File: src/rtl/sdram_port_sched_if.sv
// Command handshake between the SDRAM burst scheduler (master) and the SDRAM
// command/refresh engine (slave).
interface sdram_port_sched_if #(
  parameter int unsigned ADDR_W = 24
);
  logic              cmd_req;
  logic              cmd_ack;
  logic              cmd_done;
  logic [1:0]        cmd_port;
  logic              cmd_wr;
  logic [ADDR_W-1:0] cmd_addr;
  logic [8:0]        cmd_len;

  modport master (
    output cmd_req, cmd_port, cmd_wr, cmd_addr, cmd_len,
    input  cmd_ack, cmd_done
  );

  modport slave (
    input  cmd_req, cmd_port, cmd_wr, cmd_addr, cmd_len,
    output cmd_ack, cmd_done
  );
endinterface

File: src/rtl/sdram_port_sched.sv
// Burst scheduler for the 4-port SDRAM frame buffer (WR1, WR2, RD1, RD2).
// Define SCHED_RR_EN for round-robin arbitration; default is fixed priority RD2 > WR1 > WR2 > RD1.
module sdram_port_sched #(
  parameter int unsigned ADDR_W     = 24,
  parameter int unsigned USE_W      = 10,
  parameter int unsigned FIFO_DEPTH = 512,
  parameter int unsigned WR_LEN     = 256,
  parameter int unsigned RD_LEN     = 128,
  parameter int unsigned P0_BASE    = 0,
  parameter int unsigned P0_MAX     = 307200,
  parameter int unsigned P1_BASE    = 307200,
  parameter int unsigned P1_MAX     = 614400,
  parameter int unsigned P2_BASE    = 0,
  parameter int unsigned P2_MAX     = 307200,
  parameter int unsigned P3_BASE    = 307200,
  parameter int unsigned P3_MAX     = 614400
) (
  input  logic                 clk,
  input  logic                 rst_n,
  input  logic                 init_done,
  input  logic [2*USE_W-1:0]   wr_use,
  input  logic [2*USE_W-1:0]   rd_use,
  input  logic [3:0]           load,
  sdram_port_sched_if.master   eng,
  output logic                 busy
);

  localparam int unsigned LEN_W   = 9;
  localparam int unsigned NPORT   = 4;
  localparam int unsigned RD_ROOM = FIFO_DEPTH - RD_LEN;

  typedef enum logic [1:0] {
    S_WAIT_INIT = 2'd0,
    S_ARB       = 2'd1,
    S_ISSUE     = 2'd2,
    S_WAIT_DONE = 2'd3
  } state_e;

  state_e             state_q, state_d;
  logic               cmd_req_q, cmd_req_d;
  logic [1:0]         port_q, port_d;
  logic               wr_q, wr_d;
  logic [ADDR_W-1:0]  addr_q, addr_d;
  logic [LEN_W-1:0]   len_q, len_d;
  logic               busy_q, busy_d;
  logic               ld_hit_q, ld_hit_d;
  logic [ADDR_W-1:0]  ptr_q [NPORT];
  logic [ADDR_W-1:0]  ptr_d [NPORT];

  logic [NPORT-1:0]   elig_c;
  logic [1:0]         grant_c;
  logic [ADDR_W-1:0]  ptr_sum_c;
  logic [ADDR_W-1:0]  ptr_next_c;
  logic               burst_end_c;

  function automatic logic [ADDR_W-1:0] base_of(input logic [1:0] p);
    case (p)
      2'd0:    base_of = ADDR_W'(P0_BASE);
      2'd1:    base_of = ADDR_W'(P1_BASE);
      2'd2:    base_of = ADDR_W'(P2_BASE);
      default: base_of = ADDR_W'(P3_BASE);
    endcase
  endfunction

  function automatic logic [ADDR_W-1:0] max_of(input logic [1:0] p);
    case (p)
      2'd0:    max_of = ADDR_W'(P0_MAX);
      2'd1:    max_of = ADDR_W'(P1_MAX);
      2'd2:    max_of = ADDR_W'(P2_MAX);
      default: max_of = ADDR_W'(P3_MAX);
    endcase
  endfunction

  // Writers need a full burst queued; readers need room for a full burst.
  assign elig_c[0] = wr_use[USE_W-1:0]       >= USE_W'(WR_LEN);
  assign elig_c[1] = wr_use[2*USE_W-1:USE_W] >= USE_W'(WR_LEN);
  assign elig_c[2] = rd_use[USE_W-1:0]       <= USE_W'(RD_ROOM);
  assign elig_c[3] = rd_use[2*USE_W-1:USE_W] <= USE_W'(RD_ROOM);

`ifdef SCHED_RR_EN
  logic [1:0] last_q, last_d;

  // Closest eligible port after the last grant wins; scan far-to-near so the nearest overrides.
  always_comb begin : rr_pick
    logic [1:0] idx;
    grant_c = last_q;
    idx     = last_q;
    for (int k = NPORT; k >= 1; k--) begin
      idx = last_q + 2'(k);
      if (elig_c[idx]) grant_c = idx;
    end
  end
`else
  // Display underrun is the visible failure, so RD2 is served first.
  always_comb begin
    if (elig_c[3])      grant_c = 2'd3;
    else if (elig_c[0]) grant_c = 2'd0;
    else if (elig_c[1]) grant_c = 2'd1;
    else                grant_c = 2'd2;
  end
`endif

  // Windows are far below 2^ADDR_W, so the sum cannot overflow before the compare.
  assign ptr_sum_c  = ptr_q[port_q] + ADDR_W'(len_q);
  assign ptr_next_c = (ptr_sum_c >= max_of(port_q)) ? base_of(port_q) : ptr_sum_c;

  always_comb begin
    state_d     = state_q;
    cmd_req_d   = cmd_req_q;
    port_d      = port_q;
    wr_d        = wr_q;
    addr_d      = addr_q;
    len_d       = len_q;
    ld_hit_d    = ld_hit_q;
    burst_end_c = 1'b0;
`ifdef SCHED_RR_EN
    last_d      = last_q;
`endif
    for (int i = 0; i < NPORT; i++) begin
      ptr_d[i] = load[i] ? base_of(2'(i)) : ptr_q[i];
    end

    if (!init_done) begin
      state_d   = S_WAIT_INIT;
      cmd_req_d = 1'b0;
    end else begin
      case (state_q)
        S_WAIT_INIT: state_d = S_ARB;
        S_ARB: begin
          if (|elig_c) begin
            port_d    = grant_c;
            wr_d      = ~grant_c[1];
            addr_d    = ptr_d[grant_c];
            len_d     = grant_c[1] ? LEN_W'(RD_LEN) : LEN_W'(WR_LEN);
            cmd_req_d = 1'b1;
            ld_hit_d  = 1'b0;
            state_d   = S_ISSUE;
`ifdef SCHED_RR_EN
            last_d    = grant_c;
`endif
          end
        end
        S_ISSUE: begin
          if (load[port_q]) ld_hit_d = 1'b1;
          if (eng.cmd_ack) begin
            cmd_req_d   = 1'b0;
            state_d     = S_WAIT_DONE;
            burst_end_c = eng.cmd_done;
          end
        end
        S_WAIT_DONE: begin
          if (load[port_q]) ld_hit_d = 1'b1;
          burst_end_c = eng.cmd_done;
        end
        default: state_d = S_WAIT_INIT;
      endcase

      // A reload seen at any point of the burst suppresses its pointer advance.
      if (burst_end_c) begin
        state_d = S_ARB;
        if (!ld_hit_q && !load[port_q]) ptr_d[port_q] = ptr_next_c;
      end
    end

    busy_d = (state_d == S_ISSUE) || (state_d == S_WAIT_DONE);
  end

  always_ff @(posedge clk or negedge rst_n) begin
    if (!rst_n) begin
      state_q   <= S_WAIT_INIT;
      cmd_req_q <= 1'b0;
      port_q    <= 2'd0;
      wr_q      <= 1'b0;
      addr_q    <= '0;
      len_q     <= '0;
      busy_q    <= 1'b0;
      ld_hit_q  <= 1'b0;
      for (int i = 0; i < NPORT; i++) ptr_q[i] <= base_of(2'(i));
    end else begin
      state_q   <= state_d;
      cmd_req_q <= cmd_req_d;
      port_q    <= port_d;
      wr_q      <= wr_d;
      addr_q    <= addr_d;
      len_q     <= len_d;
      busy_q    <= busy_d;
      ld_hit_q  <= ld_hit_d;
      for (int i = 0; i < NPORT; i++) ptr_q[i] <= ptr_d[i];
    end
  end

`ifdef SCHED_RR_EN
  always_ff @(posedge clk or negedge rst_n) begin
    if (!rst_n) last_q <= 2'd3;
    else        last_q <= last_d;
  end
`endif

  assign eng.cmd_req  = cmd_req_q;
  assign eng.cmd_port = port_q;
  assign eng.cmd_wr   = wr_q;
  assign eng.cmd_addr = addr_q;
  assign eng.cmd_len  = len_q;
  assign busy         = busy_q;

endmodule

File: src/flat_wrapper.sv
// flat-port wrapper written by rule: the top's interface ports become plain ports
module sdram_port_sched_flat 
#(
  parameter int unsigned ADDR_W     = 24,
  parameter int unsigned USE_W      = 10,
  parameter int unsigned FIFO_DEPTH = 512,
  parameter int unsigned WR_LEN     = 256,
  parameter int unsigned RD_LEN     = 128,
  parameter int unsigned P0_BASE    = 0,
  parameter int unsigned P0_MAX     = 307200,
  parameter int unsigned P1_BASE    = 307200,
  parameter int unsigned P1_MAX     = 614400,
  parameter int unsigned P2_BASE    = 0,
  parameter int unsigned P2_MAX     = 307200,
  parameter int unsigned P3_BASE    = 307200,
  parameter int unsigned P3_MAX     = 614400
)
  (clk, rst_n, init_done, wr_use, rd_use, load, busy, eng_cmd_req, eng_cmd_port, eng_cmd_wr, eng_cmd_addr, eng_cmd_len, eng_cmd_ack, eng_cmd_done);
  sdram_port_sched_if #(.ADDR_W(ADDR_W)) eng_i ();
  input  logic clk;
  input  logic rst_n;
  input  logic init_done;
  input  logic [2*USE_W-1:0] wr_use;
  input  logic [2*USE_W-1:0] rd_use;
  input  logic [3:0] load;
  output logic busy;
  output wire logic [$bits(eng_i.cmd_req)-1:0] eng_cmd_req;
  output wire logic [$bits(eng_i.cmd_port)-1:0] eng_cmd_port;
  output wire logic [$bits(eng_i.cmd_wr)-1:0] eng_cmd_wr;
  output wire logic [$bits(eng_i.cmd_addr)-1:0] eng_cmd_addr;
  output wire logic [$bits(eng_i.cmd_len)-1:0] eng_cmd_len;
  input wire logic [$bits(eng_i.cmd_ack)-1:0] eng_cmd_ack;
  input wire logic [$bits(eng_i.cmd_done)-1:0] eng_cmd_done;
  assign eng_cmd_req = eng_i.cmd_req;
  assign eng_cmd_port = eng_i.cmd_port;
  assign eng_cmd_wr = eng_i.cmd_wr;
  assign eng_cmd_addr = eng_i.cmd_addr;
  assign eng_cmd_len = eng_i.cmd_len;
  assign eng_i.cmd_ack = eng_cmd_ack;
  assign eng_i.cmd_done = eng_cmd_done;
  sdram_port_sched #(.ADDR_W(ADDR_W), .USE_W(USE_W), .FIFO_DEPTH(FIFO_DEPTH), .WR_LEN(WR_LEN), .RD_LEN(RD_LEN), .P0_BASE(P0_BASE), .P0_MAX(P0_MAX), .P1_BASE(P1_BASE), .P1_MAX(P1_MAX), .P2_BASE(P2_BASE), .P2_MAX(P2_MAX), .P3_BASE(P3_BASE), .P3_MAX(P3_MAX)) u_core (.clk(clk), .rst_n(rst_n), .init_done(init_done), .wr_use(wr_use), .rd_use(rd_use), .load(load), .eng(eng_i), .busy(busy));
endmodule
File: config.mk
export PLATFORM = sky130hd
export DESIGN_NAME = sdram_port_sched_flat
export DESIGN_NICKNAME = d
export VERILOG_FILES = /design/src/rtl/sdram_port_sched_if.sv /design/src/rtl/sdram_port_sched.sv /design/src/flat_wrapper.sv
export SDC_FILE = /design/constraint.sdc
export NUM_CORES = 1
export LEC_CHECK = 0
export ABC_AREA = 1
export BUFFER_PORTS_ARGS = -buffer_cell sky130_fd_sc_hd__buf_4
export CELL_PAD_IN_SITES_DETAIL_PLACEMENT = 0
export CELL_PAD_IN_SITES_GLOBAL_PLACEMENT = 1
export CORE_MARGIN = 2
export CORE_UTILIZATION = 47
export CTS_BUF_LIST = sky130_fd_sc_hd__clkbuf_8
export CTS_CLUSTER_SIZE = 40
export DETAILED_ROUTE_END_ITERATION = 10
export PLACE_DENSITY = 0.86
export SLEW_MARGIN = 25
export SYNTH_ARGS = -nofsm -noshare
export SYNTH_HDL_FRONTEND = slang
export SYNTH_SLANG_ARGS = --single-unit
File: constraint.sdc
create_clock -name clk -period 9.45 [get_ports clk]
set_input_delay 0.4725 -clock clk [delete_from_list [all_inputs] [get_ports clk]]
set_output_delay 0.4725 -clock clk [all_outputs]
set_load 0.05 [all_outputs]
==> flow_summary_export.csv <==
group,metric,value,unit
run_status,outcome,"finished clean",
clock_network,clk_path_buf_depth,2,
setup_path,r2r_cells,28,
detailed_routing,postRouteWirelength,23900,microns
yosys,synth_top_flop_cell,"dfrtp_1",
setup_path,worst_ep_arrival_time,6.41,ns
setup_path,r2r_end,"u_core.ptr_q[39]",
layout,multi_input_area,3990,sq um
sta,finalSetupViolCount,0,
setup_path,endpoint,"u_core.ptr_q[39]",
global_route,grt_pass1_vias,7167,
layout,fin_cells,1411,
placed_design,dpl.cell_count,1379,
clock_network,h-tree-depth,4,
global_route,antenna_found_initial,0,
die,die_w,133,microns
die,fp.dieH,133,microns
layout,fin_area,8880,sq um
detailed_routing,num_vias,7449,
detailed_routing,wl_per_cell,16.9,microns
yosys,synth_cells,1139,
yosys,avgSynthCellArea,6.86,sq um
power,p_total,1.63,mW
clock_network,clock_sinks,128,
clock_network,holdBufCountCts,0,
layout,nets,1236,
sta,fin_tns_setup,0,ns
clock_network,cts_setup_buffers,0,
die,die_area,17700,sq um
die,core_area,16400,sq um
setup_path,critPathMostFrequentCell,"nand2_1",
placed_design,place_congestion,0.867,
power,ir_worst_vdd,0.0937,mV
setup_path,r2r_setup_slack,3.44,ns
setup_path,worstPathRequired,9.86,ns
flow_run,maxCapViolCount,0,
placed_design,hpwlAfterDp,14600,microns
detailed_routing,drc,0,
die,rows,47,
yosys,synthArstFlopShare,1.00,
sta,skew,0.00934,ns
setup_path,slowest_stage,"dfrtp_1",
setup_path,crit_fanout,32,
sta,drv_slew,0,
sta,whs,0.0303,ns
yosys,synth_edf_count,0,
global_route,grt_max_degree,73,
placed_design,io_buffers,63,
setup_path,critPathBufInv,4,
setup_path,critPathLaunch,"u_core.eng.cmd_port[0]",
layout,final_core_util,0.541,
detailed_routing,drt-initial-drc-count,630,
placed_design,placedInstanceArea,8380,sq um
die,io_pins,87,
clock_network,cts_buffers,17,
yosys,synth_seq_cells,128,
clock_network,cts_resized,0,
sta,fmax,0.166,GHz
sta,period_share,0.636,
sta,slew_headroom,0.279,
placed_design,preCtsSetupSlack,3.53,ns
sta,finalCriticalPeriod,6.01,ns
sta,grt_setup_unrepaired,"no",
setup_path,crit_path_start_kind,"flop",
layout,insertedDiodeCount,0,
detailed_routing,antenna_left,0,
power,p_leak,4.45,nW
detailed_routing,first_pass_iters,5,
yosys,yosysWarnings,0,
layout,drive_gt1_frac,0.139,
setup_path,end_kind,"flop",
setup_path,rr_startpoint,"u_core.eng.cmd_port[0]",
yosys,yosysUniqueCellTypes,44,
layout,seqCellArea,3210,sq um
setup_path,cp.depth,28,
worst_hold_path,hold_path.class,"input pin to async pin",
clock_network,cts.clk_slew.worst_paths,0.08,ns
yosys,syn_area,7810,sq um
die,start_util,0.476,
global_route,grt_pass1_wl,38600,microns
setup_path,max_stage_delay,1.05,ns
layout,filler_cell_count,1679,
layout,syn2layout_area_growth,13.7,%
power,powerDensity,183,nW/um^2
global_route,track_usage,0.284,
sta,worstMarginPinSlew,1.08,ns
clock_network,clk_latency,0.46,ns
sta,hold_viol_final,0,
setup_path,critPathKind,"flop to flop",
global_route,overflow,0,
clock_network,cts_root_buf,"clkbuf_8",
setup_path,crit_family,"simple AND/OR/NAND/NOR gates",
sta,fin_ws,3.44,ns
detailed_routing,vias_per_cell,5.28,
clock_network,tritoncts,"built",
yosys,synth_seq_area_share,0.411,
## flip-flops by register name (all words and copies together) (netlist names)
signal	flops
u_core.ptr_q	96
u_core.eng.cmd_addr	24
u_core.eng.cmd_len	2
u_core.state_q	2
u_core.busy	1
u_core.eng.cmd_port	1
u_core.eng.cmd_req	1
u_core.ld_hit_q	1
## placed cells by master (no fill, tap or decap), drive strengths merged, types with 3 or more instances in the layout
cell and count:
nand2 477, a21oi 15, conb 7, xor2 4, a22oi 3, ha 8, dfstp 8, o21ai 92
buf 78, nor2 109, clkbuf 17, o211ai 3, nor3 9, clkinv 6, nand3 120, inv 84
nand4 8, dfrtp 120, bufinv 7
## Yosys cell counts, types with 4 or more instances
library cell | n | share of area
nor2_2 | 8 | 0.0064
o21ai_1 | 21 | 0.013
buf_6 | 6 | 0.0086
a21oi_1 | 14 | 0.0090
nor2_4 | 15 | 0.022
nand2_2 | 6 | 0.0048
xor2_1 | 4 | 0.0045
nand4_1 | 8 | 0.0064
nor3_1 | 7 | 0.0045
inv_2 | 8 | 0.0038
buf_1 | 5 | 0.0024
inv_1 | 73 | 0.035
nor2_1 | 85 | 0.041
nand2_1 | 471 | 0.23
buf_4 | 16 | 0.015
nand3_1 | 118 | 0.076
dfrtp_1 | 120 | 0.38
clkbuf_1 | 34 | 0.016
o21ai_0 | 71 | 0.045
dfstp_2 | 8 | 0.027
ha_1 | 8 | 0.013
## cells by family (layout without fill, tap and decap cells)
family | after synthesis | in the layout | share of synthesized area
AO/OA/AOI/OAI | 121 | 121 | 0.0831
AND/OR/NAND/NOR | 728 | 728 | 0.399
buffers and inverters | 147 | 193 | 0.0849
adder cells (fa/ha/maj) | 9 | 9 | 0.0154
XOR/XNOR | 5 | 5 | 0.00560
other | 1 | 7 | 0.000480
flip-flops | 128 | 128 | 0.411
## power by group
group	internal, mW	switching (mW)	total (mW)
Combinational	0.100	0.327	0.427
Sequential	0.564	0.0296	0.594
Clock	0.367	0.239	0.607
## metal layers
metal  routed length, microns  GRT usage  up-vias
met4                      473     0.0908        0
met5                        0          0        -
met1                    11000      0.390     3474
met3                     1490     0.0632       45
met2                    10900      0.447      251
li1                         -          -     3679
## layout make-up
| cell class | instances | share of cell area |
|---|---|---|
| repair buffers | 78 | 0.0663 |
| flip-flops and latches | 128 | 0.362 |
| multi-input cells | 870 | 0.449 |
| inverters | 83 | 0.0354 |
| clock inverters | 15 | 0.0300 |
| well taps | 220 | 0.0310 |
| clock buffers | 17 | 0.0263 |
## how the worst min path moves through the flow
| stage | endpoint | startpoint | cells after the start | slack, ns |
|---|---|---|---|---|
| 4_1_cts | u_core.eng.cmd_req | rst_n | 1 | 0.04 |
| 2_1_floorplan | u_core.busy | rst_n | 0 | 0.18 |
| 5_1_grt | u_core.ptr_q[74] | rst_n | 1 | 0.07 |
| 3_5_place_dp | u_core.eng.cmd_addr[18] | u_core.eng.cmd_addr[18] | 2 | 0.48 |
| 6_report | u_core.ptr_q[26] | rst_n | 1 | 0.03 |
| 3_3_place_gp | u_core.eng.cmd_addr[9] | u_core.eng.cmd_addr[9] | 2 | 0.48 |
## worst register-to-register path: cells and delay by family, from the launching register on
kind	cells	cell delay [ns]
buffers and inverters	4	0.95
adders and majority gates	3	0.86
AOI/OAI and AO/OA	1	0.10
DFF	1	1.05
xor gates and xnor gates	1	0.13
and+or+nand+nor	19	2.86
Note: power is estimated with default switching activity, not from simulation.
